[config.mk]
export PLATFORM = sky130hd
export DESIGN_NAME = ar_channel_arbiter
export DESIGN_NICKNAME = d
export VERILOG_FILES = /design/src/rtl/ar_channel_arbiter.sv
export SDC_FILE = /design/constraint.sdc
export NUM_CORES = 1
export LEC_CHECK = 0
export ABC_AREA = 1
export ABC_CLOCK_PERIOD_IN_PS = 2300
export BUFFER_PORTS_ARGS = -buffer_cell sky130_fd_sc_hd__buf_2
export CORE_MARGIN = 5
export CORE_UTILIZATION = 30
export DETAILED_ROUTE_END_ITERATION = 8
export SLEW_MARGIN = 20
export SYNTH_ARGS = -nofsm -noshare
export SYNTH_HDL_FRONTEND = slang
export SYNTH_SLANG_ARGS = --single-unit
[constraint.sdc]
create_clock -name clk -period 2.3 [get_ports clk]
set_input_delay 0.345 -clock clk [delete_from_list [all_inputs] [get_ports clk]]
set_output_delay 0.345 -clock clk [all_outputs]
set_load 0.01 [all_outputs]
[src/rtl/ar_channel_arbiter.sv]
// Two-source arbiter for the DDR AR channel: demand reads have priority, and a
// programmable starvation counter guarantees that prefetch reads make progress.
module ar_channel_arbiter #(
    parameter int unsigned ADDR_BITS         = 16,
    parameter int unsigned BURST_LEN_WIDTH   = 8,
    parameter int unsigned TID_WIDTH         = 8,
    parameter int unsigned PRFETCH_FRQ_WIDTH = 6
) (
    input  logic                         clk,
    input  logic                         resetN,
    input  logic                         en,
    input  logic                         flush,
    input  logic [PRFETCH_FRQ_WIDTH-1:0] crs_prefetch_freq,
    input  logic                         dmd_valid,
    output logic                         dmd_ready,
    input  logic [ADDR_BITS-1:0]         dmd_addr,
    input  logic [BURST_LEN_WIDTH-1:0]   dmd_len,
    input  logic [TID_WIDTH-1:0]         dmd_id,
    input  logic                         pf_valid,
    output logic                         pf_ready,
    input  logic [ADDR_BITS-1:0]         pf_addr,
    input  logic [BURST_LEN_WIDTH-1:0]   pf_len,
    input  logic [TID_WIDTH-1:0]         pf_id,
    output logic                         m_ar_valid,
    input  logic                         m_ar_ready,
    output logic [ADDR_BITS-1:0]         m_ar_addr,
    output logic [BURST_LEN_WIDTH-1:0]   m_ar_len,
    output logic [TID_WIDTH-1:0]         m_ar_id,
    output logic                         m_ar_src,
    output logic [PRFETCH_FRQ_WIDTH-1:0] starveCnt
);

    localparam logic [PRFETCH_FRQ_WIDTH-1:0] CNT_ONE = PRFETCH_FRQ_WIDTH'(1);
    localparam logic [PRFETCH_FRQ_WIDTH-1:0] CNT_MAX = '1;

    logic                         r_valid;
    logic [ADDR_BITS-1:0]         r_addr;
    logic [BURST_LEN_WIDTH-1:0]   r_len;
    logic [TID_WIDTH-1:0]         r_id;
    logic                         r_src;
    logic [PRFETCH_FRQ_WIDTH-1:0] r_starve_cnt;

    logic w_load;
    logic w_pf_elig;
    logic w_starved;
    logic w_grant_pf;
    logic w_grant_dmd;

    // A grant is only taken when the output register is empty or draining this cycle.
    always_comb begin
        w_load      = !r_valid || m_ar_ready;
        w_pf_elig   = pf_valid && en && !flush;
        w_starved   = (r_starve_cnt >= crs_prefetch_freq);
        w_grant_pf  = w_load && w_pf_elig && (!dmd_valid || w_starved);
        w_grant_dmd = w_load && dmd_valid && !w_grant_pf;
    end

    assign dmd_ready = resetN && w_grant_dmd;
    assign pf_ready  = resetN && w_grant_pf;

    // One-entry AR output stage; fields only change on a new grant.
    always_ff @(posedge clk or negedge resetN) begin
        if (!resetN) begin
            r_valid <= 1'b0;
            r_addr  <= '0;
            r_len   <= '0;
            r_id    <= '0;
            r_src   <= 1'b0;
        end else if (w_grant_pf) begin
            r_valid <= 1'b1;
            r_addr  <= pf_addr;
            r_len   <= pf_len;
            r_id    <= pf_id;
            r_src   <= 1'b1;
        end else if (w_grant_dmd) begin
            r_valid <= 1'b1;
            r_addr  <= dmd_addr;
            r_len   <= dmd_len;
            r_id    <= dmd_id;
            r_src   <= 1'b0;
        end else if (m_ar_ready) begin
            r_valid <= 1'b0;
        end
    end

    // Counts demand grants that bypassed an eligible prefetch.
    always_ff @(posedge clk or negedge resetN) begin
        if (!resetN) begin
            r_starve_cnt <= '0;
        end else if (w_grant_pf) begin
            r_starve_cnt <= '0;
        end else if (w_grant_dmd && w_pf_elig && (r_starve_cnt != CNT_MAX)) begin
            r_starve_cnt <= r_starve_cnt + CNT_ONE;
        end
    end

    assign m_ar_valid = r_valid;
    assign m_ar_addr  = r_addr;
    assign m_ar_len   = r_len;
    assign m_ar_id    = r_id;
    assign m_ar_src   = r_src;
    assign starveCnt  = r_starve_cnt;

endmodule
# Word-level counts from Yosys, hierarchy flattened
# Cells that the tools add are included.
dict set report op_classes {
  add_sub_neg 1
  order_cmp 1
  eq_ne 1
  mux 13
  n_reduce_logical 19
}
# op count
set ops {}
lappend ops {{$mux 16} 2}
lappend ops {{$mux 8} 4}
lappend ops {{$mux 6} 2}
lappend ops {{$logic_and 1x1->1} 10}
lappend ops {{$add 6x1->6 const B} 1}
lappend ops {{$ge 6x6->1} 1}
lappend ops {{$ne 6x6->1 const B} 1}
lappend ops {{$mux 1} 5}
lappend ops {{$logic_not 1->1} 4}
lappend ops {{$reduce_bool 2->1} 2}
lappend ops {{$reduce_bool 3->1} 1}
lappend ops {{$logic_or 1x1->1} 2}
dict set report totals {
  reg_bits 40
  in_bits 77
}

# Longest topological paths before layout
dict set report depth {
  ltp_word 10
  ltp_mapped 13
}

# Least setup slack after synthesis
# OpenSTA, ideal clock, no wires.
dict set report synth_path {
  path_type {reg2out}
  from {register r_starve_cnt[0] (netlist: starveCnt[0])}
  to {output dmd_ready}
  t_arrival_ps 1547
  slack_ps 408
  path_stages_with_launch 13
  n_path_buf 1
  path_cell_list {dfrtp_1 -> inv_1 -> ha_1 -> inv_1 -> nand2_1 -> nand2_1 -> nand2_1 -> nand2_1 -> nand2_2 -> nand2_4 -> buf_4 -> nand2_1 -> nor2_1}
}
dict set report synth_via {
  elab_chain_cells 6
}
# item line_no
set synth_rtl {}
lappend synth_rtl {{start, declared} 41} ;# logic [PRFETCH_FRQ_WIDTH-1:0] r_starve_cnt;
lappend synth_rtl {{start signal, assigned} 93} ;# r_starve_cnt <= r_starve_cnt + CNT_ONE;
lappend synth_rtl {{$ge 6x6->1} 53} ;# w_starved = (r_starve_cnt >= crs_prefetch_freq);
lappend synth_rtl {{$logic_or 1x1->1} 54} ;# w_grant_pf = w_load && w_pf_elig && (!dmd_valid || w_starved);
lappend synth_rtl {{$logic_and 1x1->1} 54}
lappend synth_rtl {{$logic_not 1->1} 55} ;# w_grant_dmd = w_load && dmd_valid && !w_grant_pf;
lappend synth_rtl {{$logic_and 1x1->1} 55}
lappend synth_rtl {{$logic_and 1x1->1} 58} ;# assign dmd_ready = resetN && w_grant_dmd;
lappend synth_rtl {{end, declared} 15} ;# output logic dmd_ready,
# Every way passes these cells.

# Final worst setup path
dict set report layout_path {
  from {register r_starve_cnt[4] (netlist: starveCnt[4])}
  to {output dmd_ready}
}
# The elaborated chain is that of the path after synthesis.

==> out/qor.yml <==
critical_path_class: "reg2out"
start_util_pct: 30.46
crit_required_ps: 1960
nets: 531
p_leak_nw: 1.883
timing.final.ws_setup_ps: 168.0
crit_fanout: 6
cp-end-kind: "output port"
tightest_slew_ps: 500.5
antenna_left: 0
layout-drive-gt1-share_pct: 31.92
power_density_mw_per_mm2: 574.0
grt_max_degree: 42
period_minus_slack_ps: 2132
ys_warn_count: 0
finalSetupTns_ps: 0
hold_viol_final: 0
hold_path_class: "in2async"
max-slew-margin-rel_pct: 66.63
drv_cap: 0
dr.first_iter.drc_count: 65
nFillCells: 895
r2r-end: "m_ar_len[0]$_DFFE_PN0P_"
clk_pin_slew_ps: 80
r2r-start: "starveCnt[4]$_DFFE_PN0P_"
ir_drop_uv: 236.7
status: "completed"
p_total_mw: 1.862
post-route-drc-count: 0
route.vias.total: 2529
dieArea_mm2: 0.01013
syn_nets: 417
cts_buffers: 5
core_area_mm2: 0.008093
critPathLaunch: "starveCnt[4]$_DFFE_PN0P_"
syn_avg_cell_area_um2: 7.402
ioPinCount: 119
ys_types: 24
fin_crit_sh_pct: 92.70
startpoint_type: "register"
pre_cts_ws_ps: 408.7
wire_per_inst_um: 12.68
wl_um: 7014
slew_violations: 0
die_x_um: 100.6
fmax_mhz: 469.0
io_buffer_count: 118
grt_pass1_wl_um: 11230
routabilityCongestion: 0.7580
cts_tree: "yes"
antenna_cells: 0
htree_levels: 2
worstPathArrival_ps: 1790
cts_max_path_buffers: 2
cts_num_sinks: 40
dr.pass1.iters: 4
setup_violations: 0
syn_to_final_growth_pct: 31.57
die_h_um: 100.6
r2r_setup_slack_ps: 460
worstSetupEndpoint: "dmd_ready"
placement_rows: 33
place_hpwl_um: 5181
synthCells: 333
ff2ff_path_depth: 10
finClkSkew_ps: 8.570
cts_root_buffer: "clkbuf_8"
via_per_inst: 4.573
antenna_found_initial: 0
ys_ff_latch: 40
synth_seq_area_share_pct: 40.61
grt_pass1_vias: 2373
overflow: 0
clk_latency_ps: 290
synthesis.area_mm2: 0.002465
rsz0062_at_grt: "false"
track_usage_pct: 13.68
through the flow:
stage	cell area (µm²)	hold slack, ps	instances	util (%)
2_1_floorplan	2465	49.41	333	-
3_3_place_gp	3148	471.8	545	38.90
3_5_place_dp	3148	471.9	545	38.90
4_1_cts	3242	142.1	553	40.06
5_1_grt	3243	182.2	553	40.07
6_report	3243	125.7	553	40.07
flip-flops by register name (all words and copies together), names as in the netlist:
signal	cells
m_ar_valid	1
m_ar_addr	16
starveCnt	6
m_ar_src	1
m_ar_id	8
m_ar_len	8
worst max-delay path: stages (launching register included):
cell	delay, ps
dfrtp_1	460
ha_1	300
nand2_1	80
a21oi_1	40
nor2_1	130
nand2_2	90
nand2_4	80
nand2_1	50
nor2_1	120
buf_2	150
cells by family (layout without fill, tap and decap cells):
logic type               count (synthesis)  count (layout)  synth area share [%]
AO/OA/AOI/OAI                           26              26                 6.040
XOR/XNOR                                 3               3                 1.066
flip-flops                              40              40                 40.61
adder cells (fa/ha/maj)                  7               7                 3.553
AND/OR/NAND/NOR                        187             187                 36.24
buffers and inverters                   70             185                 12.49
Yosys cell counts:
| cell | number | area (µm²) |
|---|---|---|
| o211ai_1 | 6 | 45.04 |
| nand3_1 | 63 | 315.3 |
| nor2_1 | 23 | 86.33 |
| nand3b_4 | 1 | 20.02 |
| nand2_2 | 1 | 6.260 |
| dfrtp_1 | 40 | 1001 |
| nand2_1 | 72 | 270.3 |
| nand3b_1 | 18 | 135.1 |
| xor2_1 | 3 | 26.28 |
| a21oi_1 | 1 | 5.000 |
| a21oi_2 | 1 | 8.760 |
| o21ai_1 | 18 | 90.09 |
| buf_1 | 1 | 3.750 |
| buf_2 | 6 | 30.03 |
| inv_1 | 48 | 180.2 |
| clkbuf_1 | 6 | 22.52 |
| nand4_1 | 6 | 37.54 |
| nand2_4 | 1 | 11.26 |
| buf_6 | 2 | 22.52 |
| nor2_2 | 1 | 6.260 |
| inv_2 | 1 | 3.750 |
| buf_4 | 6 | 45.04 |
| ha_1 | 7 | 87.58 |
| nor3_1 | 1 | 5.000 |
per-layer routing:
layer	vias to the layer above	GRT usage [%]	part of all wire [%]	routed length, µm
met5	-	0	0	0
met4	0	3.109	0.76	53
met3	4	3.875	8.1	565
met2	84	22.13	47	3267
met1	1149	18.12	45	3128
li1	1292	-	-	-
cell usage in the layout, fill, tap and decap left out:
master,count
nand3b_1,18
nor2_1,23
o21ai_1,18
xor2_1,3
dfrtp_2,1
clkbuf_1,1
dfrtp_1,39
clkinvlp_4,1
nand3_1,63
buf_4,10
nand3b_4,1
a21oi_1,1
inv_2,1
inv_1,48
ha_1,7
nor3_1,1
nand2_4,1
o211ai_1,6
clkbuf_8,6
a21oi_4,1
nand2_2,2
buf_2,118
nand4_1,6
nor2_2,1
nand2_1,71
what timing repair did:
action                     CTS  global route
buffers inserted             0             0
setup endpoints to repair    0             1
gates resized for setup      0             1
hold buffers                 0             0
report_power, final:
group | internal, mW | switching [mW]
clock | 0.244 | 0.249
sequential | 0.803 | 0.0668
combinational | 0.220 | 0.279
total | 1.27 | 0.595
worst min path at each step:
| stage | from | end | slack, ps | cells after the start |
|---|---|---|---|---|
| global placement | resetN | m_ar_len[1]$_DFFE_PN0P_ | 470 | 2 |
| finish | resetN | m_ar_len[2]$_DFFE_PN0P_ | 130 | 2 |
| CTS | resetN | m_ar_len[1]$_DFFE_PN0P_ | 140 | 2 |
| floorplan | resetN | m_ar_addr[0]$_DFFE_PN0P_ | 50 | 0 |
| detailed placement | resetN | m_ar_len[1]$_DFFE_PN0P_ | 470 | 2 |
| global route | resetN | m_ar_addr[1]$_DFFE_PN0P_ | 180 | 2 |
final cells by class:
cell class	count	area (µm²)	share of cell area [%]
Multi-Input combinational cell	223	1166	35.96
Sequential cell	40	1002	30.90
Timing Repair Buffer	128	665.6	20.52
Clock buffer	7	86.33	2.662
Inverter	49	183.9	5.671
Clock inverter	1	7.507	0.2315
Tap cell	105	131.4	4.051
Power figures use the tool's default switching activity.
